$ cat src/rtl/spi_fifo_v2.sv
// ---------------------------------------------------------------------------
// spi_fifo_v2
//   Synchronous FIFO for the SPI slave TX/RX data paths. Single clock domain,
//   registered read (1-cycle latency, qualified by readValid), protected
//   push/pop, occupancy count, programmable almost-full/almost-empty flags
//   and a synchronous flush. Storage is an unreset array so it maps to RAM.
//
//   Optional build macro: SPI_FIFO_ERR_EN
//     adds err_clr (in), overflow/underflow (out) sticky error flags.
//
// Ports
//   clk, rst_n            clock, asynchronous active-low reset
//   flush                 synchronous clear, wins over push/pop
//   writeData, writeEn    push data / request
//   readEn                pop request
//   readData, readValid   popped word (registered) and its 1-cycle strobe
//   full, empty           occupancy == DEPTH / == 0
//   almost_full           count >= AFULL_THRESH
//   almost_empty          count <= AEMPTY_THRESH
//   count                 occupancy 0..DEPTH
//   err_clr, overflow, underflow   (SPI_FIFO_ERR_EN only)
// ---------------------------------------------------------------------------
module spi_fifo_v2 #(
    parameter int WIDTH         = 8,
    parameter int DEPTH         = 16,
    parameter int AFULL_THRESH  = DEPTH - 2,
    parameter int AEMPTY_THRESH = 2
) (
    input  logic                     clk,
    input  logic                     rst_n,
    input  logic                     flush,
    input  logic [WIDTH-1:0]         writeData,
    input  logic                     writeEn,
    input  logic                     readEn,
    output logic [WIDTH-1:0]         readData,
    output logic                     readValid,
    output logic                     full,
    output logic                     empty,
    output logic                     almost_full,
    output logic                     almost_empty,
`ifdef SPI_FIFO_ERR_EN
    input  logic                     err_clr,
    output logic                     overflow,
    output logic                     underflow,
`endif
    output logic [$clog2(DEPTH):0]   count
);

    localparam int AW = $clog2(DEPTH);
    localparam int PW = AW + 1;
    localparam logic [PW-1:0] AF_TH = PW'(AFULL_THRESH);
    localparam logic [PW-1:0] AE_TH = PW'(AEMPTY_THRESH);

    logic [WIDTH-1:0] mem [DEPTH];
    logic [PW-1:0]    wr_ptr;
    logic [PW-1:0]    rd_ptr;
    logic             push_ok;
    logic             pop_ok;

    // Pointers carry an extra wrap bit so full and empty are distinguishable
    // with equal low bits; their modulo difference is the occupancy.
    assign count        = wr_ptr - rd_ptr;
    assign empty        = (wr_ptr == rd_ptr);
    assign full         = (wr_ptr[AW-1:0] == rd_ptr[AW-1:0]) && (wr_ptr[AW] != rd_ptr[AW]);
    assign almost_full  = (count >= AF_TH);
    assign almost_empty = (count <= AE_TH);

    // Acceptance uses the registered flags only: no write-through when empty,
    // no push into a slot being freed when full.
    assign push_ok = writeEn && !full  && !flush;
    assign pop_ok  = readEn  && !empty && !flush;

    always_ff @(posedge clk or negedge rst_n) begin
        if (!rst_n) begin
            wr_ptr <= '0;
            rd_ptr <= '0;
        end else if (flush) begin
            wr_ptr <= '0;
            rd_ptr <= '0;
        end else begin
            if (push_ok) wr_ptr <= wr_ptr + PW'(1);
            if (pop_ok)  rd_ptr <= rd_ptr + PW'(1);
        end
    end

    // Storage has no reset so it can be implemented as RAM.
    always_ff @(posedge clk) begin
        if (push_ok) mem[wr_ptr[AW-1:0]] <= writeData;
    end

    // readData holds its value across idle cycles and flush.
    always_ff @(posedge clk or negedge rst_n) begin
        if (!rst_n) begin
            readData  <= '0;
            readValid <= 1'b0;
        end else begin
            readValid <= pop_ok;
            if (pop_ok) readData <= mem[rd_ptr[AW-1:0]];
        end
    end

`ifdef SPI_FIFO_ERR_EN
    // Sticky error flags; a new error in the same cycle beats err_clr.
    always_ff @(posedge clk or negedge rst_n) begin
        if (!rst_n) begin
            overflow  <= 1'b0;
            underflow <= 1'b0;
        end else if (flush) begin
            overflow  <= 1'b0;
            underflow <= 1'b0;
        end else begin
            if (writeEn && full)    overflow  <= 1'b1;
            else if (err_clr)       overflow  <= 1'b0;
            if (readEn && empty)    underflow <= 1'b1;
            else if (err_clr)       underflow <= 1'b0;
        end
    end
`endif

endmodule

$ cat config.mk
export PLATFORM = sky130hd
export DESIGN_NAME = spi_fifo_v2
export DESIGN_NICKNAME = d
export VERILOG_FILES = /design/src/rtl/spi_fifo_v2.sv
export SDC_FILE = /design/constraint.sdc
export NUM_CORES = 1
export LEC_CHECK = 0
export BUFFER_PORTS_ARGS = -buffer_cell sky130_fd_sc_hd__buf_2
export CORE_ASPECT_RATIO = 1.4
export CORE_MARGIN = 2
export CORE_UTILIZATION = 40
export CTS_CLUSTER_SIZE = 40
export DETAILED_ROUTE_END_ITERATION = 8
export GPL_ROUTABILITY_DRIVEN = 1
export HOLD_SLACK_MARGIN = 0.03
export PLACE_DENSITY_LB_ADDON = 0.12
export RECOVER_POWER = 25
export SLEW_MARGIN = 0
export SYNTH_ARGS = -nofsm -noshare
export SYNTH_HDL_FRONTEND = slang
export SYNTH_SLANG_ARGS = --single-unit
$ cat constraint.sdc
create_clock -name clk -period 3.1 [get_ports clk]
set_clock_uncertainty 0.2 [all_clocks]
set_input_delay 0.155 -clock clk [delete_from_list [all_inputs] [get_ports clk]]
set_output_delay 0.155 -clock clk [all_outputs]
set_load 0.01 [all_outputs]
==> out/metrics.cfg <==
[outcome]
status=completed

[die]
die_h_um=149
io_pins=31
die_w_um=108
placementRows=53
start_util_pct=40.6
die_area_mm2=0.0161
core-area_mm2=0.0149

[job]
cap_violations=0

[clock_network]
numCtsBuffers=17
clk_pin_slew_ns=0.06
cts_tree=built
root_buffer=clkbuf_16
clock-sinks=147
htreeDepth=4
clk_path_buf_depth=2
worstSkewPairLatency_ns=0.41

[power_and_ir_drop]
p_per_area_mw_per_mm2=693
ir_drop_mv=0.299
finalPower_w=0.00500
p_leak_nw=2.42

[synth]
synth_warnings=0
synth_area_mm2=0.00602
synth_nets=382
ys_top_cells_by_count=edfxtp_1, mux2i_1, nor2_1
synth_area_leaders=edfxtp_1, dfrtp_1, mux4_2
seq_area_frac_synth_pct=71.7
synth_top_family_by_area=multiplexers
synthSimpleGateAreaFrac_pct=4.82
synth.top_cell.area_share_pct=63.8
yosys.cell_types.count=39
synth_edf_count=128
synthAdderAreaFrac_pct=2.20
yosysTopAreaCell=edfxtp_1
synth_xor_area_share_pct=1.58
synth_mux_area_share_pct=11.6
synth_area_per_cell_um2=16.8
synth_flop_cell=edfxtp_1
synth_most_common_cell=edfxtp_1
synthCells=359
synth-compound-area-share_pct=6.04
synth_seq_cells=147
postSynth.asyncResetShare_pct=12.9

[timing]
hold_viol_final=0
relSlewSlack_pct=45.4
layout_setup_ws_ns=0.240
grt_setup_unrepaired=false
slew_violations=0
fmax_ghz=0.350
fin_crit_ns=2.86
worstMarginPinSlew_ns=0.819
setup_viol=0
period_share_pct=92.3

[drt]
via_per_inst=5.25
post_drt_wl_per_cell_um=21.4
postRouteAntennaNets=0
vias=3316
wl_um=13500
dr.pass1.iters=4
drtIter0Drc=170
drc=0

[global_route]
grt_pass1_wl_um=20800
grt_start_max_net_pins=38
grt-ovfl-total=0
grt_util_all_layers_pct=18.4
grt_pass1_vias=3491
antenna_found_initial=0

[setup_path]
cp.required_ns=2.74
r2r_end=wr_ptr[4]$_DFFE_PN0P_
r2r_slack_ns=0.27
worstPathCellList=inv_2 > ha_1 > inv_1 > fa_1 > a21o_1 > a21oi_1 > xnor2_1 > a211oi_1 > buf_2
cp_max_fo=4
r2r_cells=7
r2r_start=rd_ptr[2]$_DFFE_PN0P_
slowest_stage=dfrtp_1
path_class=flip-flop to output pin
cpPeakStageDelay_ns=0.43
crit_buf_inv=3
start_kind=flip-flop
timing.critical_path.max_delay_family=compound AO/OA/AOI/OAI gates
cp.arrival_ns=2.51
end_kind=output pin

[min_path]
hold_path.startpoint=readData[4]$_DFFE_PN0P_
min_to=readData[4]$_DFFE_PN0P_
hp-class=flip-flop to flip-flop
hold_depth=2

[cells_and_area]
drive_above_1_share_pct=23.2
fin_area_mm2=0.00722
diodes=0
area_growth_pct=19.8
nets=450

[place]
place_area_mm2=0.00650
numPortBuffers=30
dp_hpwl_um=9230
dp_slack_ns=0.162
finalWeightedCongestion=0.813

[where the power goes]
part	switching, W	internal [W]	leakage [nW]
Combinational	0.000441	0.000341	0.769
Clock	0.000768	0.00118	0.265
Sequential	0.0000454	0.00223	1.39
[metal layers]
layer	global-route usage (%)	part of all wire [%]	vias up
met5	0	0	-
met2	31.6	52	71
met1	22.8	43	1687
met3	3.71	3.0	20
met4	7.50	2.1	0
li1	-	-	1538
[placed cells by master, fill, tap and decap left out, types with 2 or more instances in the layout]
cell             n
clkbuf_16       17
dfrtp_1         17
a21o_1           2
dfrtp_2          2
xor2_1           2
a211oi_1        11
ha_1             9
clkinv_2         2
edfxtp_1       128
xnor2_1          7
nand3_1          3
o22ai_1         16
clkinv_1         3
buf_2           24
or3_1            3
a31oi_1          8
buf_4           20
mux2i_1         34
nor3_2           4
inv_1            9
a21oi_1          3
mux4_2          16
clkbuf_1         7
clkinv_4         2
dlygate4sd3_1   15
nor2_1          32
clkinvlp_4       4
bufinv_16        2
nand3b_1         2
nand2b_1         2
o21ai_0          4
nand2_1         14
[what timing repair did]
item	4_1_cts	5_1_grt
hold buffers	15	0
gates resized for setup	0	2
endpoints found under the hold margin	158	0
setup endpoints to repair	0	92
buffers inserted	0	0
[worst max path at each step]
stage	from	end	slack (ns)	cells after the start
finish	wr_ptr[0]$_DFFE_PN0P_	almost_empty	0.24	9
global route	wr_ptr[0]$_DFFE_PN0P_	almost_empty	0.05	9
CTS	rd_ptr[2]$_DFFE_PN0P_	mem[2][5]$_DFFE_PP_	0.13	7
detailed placement	rd_ptr[2]$_DFFE_PN0P_	mem[2][0]$_DFFE_PP_	0.16	7
global placement	rd_ptr[2]$_DFFE_PN0P_	mem[7][6]$_DFFE_PP_	0.24	7
floorplan	rd_ptr[1]$_DFFE_PN0P_	mem[15][0]$_DFFE_PP_	-0.07	9
[registers in the layout, indices dropped and copies added, names as in the netlist]
signal / cells
rd_ptr: 5
wr_ptr: 5
readData: 8
mem: 128
readValid: 1
[kinds of logic after synthesis]
family | Yosys count
flops | 147
simple gates | 65
compound gates | 51
mux | 50
buf+inv | 26
xor+xnor | 10
fa+ha+maj | 10
[area by class of cell]
| cell class | instances | area [um^2] |
|---|---|---|
| inverters | 10 | 37.5 |
| fillers | 1290 | 7640 |
| flip-flops and latches | 147 | 4320 |
| multi-input cells | 186 | 1610 |
| well taps | 192 | 240 |
| repair buffers | 65 | 443 |
| clock inverters | 14 | 138 |
| clock buffers | 18 | 429 |
[tightest hold or removal path, stage by stage, from the launching register on]
cell	delay [ns]
dfrtp_1	0.34
nor2_1	0.05
a31oi_1	0.12
[stage by stage]
step	cells	setup TNS (ns)	hold WS (ns)	utilization (%)
after detailed placement	585	0	-0.0578	43.8
final	632	0	0.352	48.6
after global placement	585	0	-0.0592	43.8
after CTS	632	0	0.357	48.6
after global routing	632	0	0.391	48.6
after floorplan	359	-6.61	-0.341	-
(Power assumes the default switching activity.)
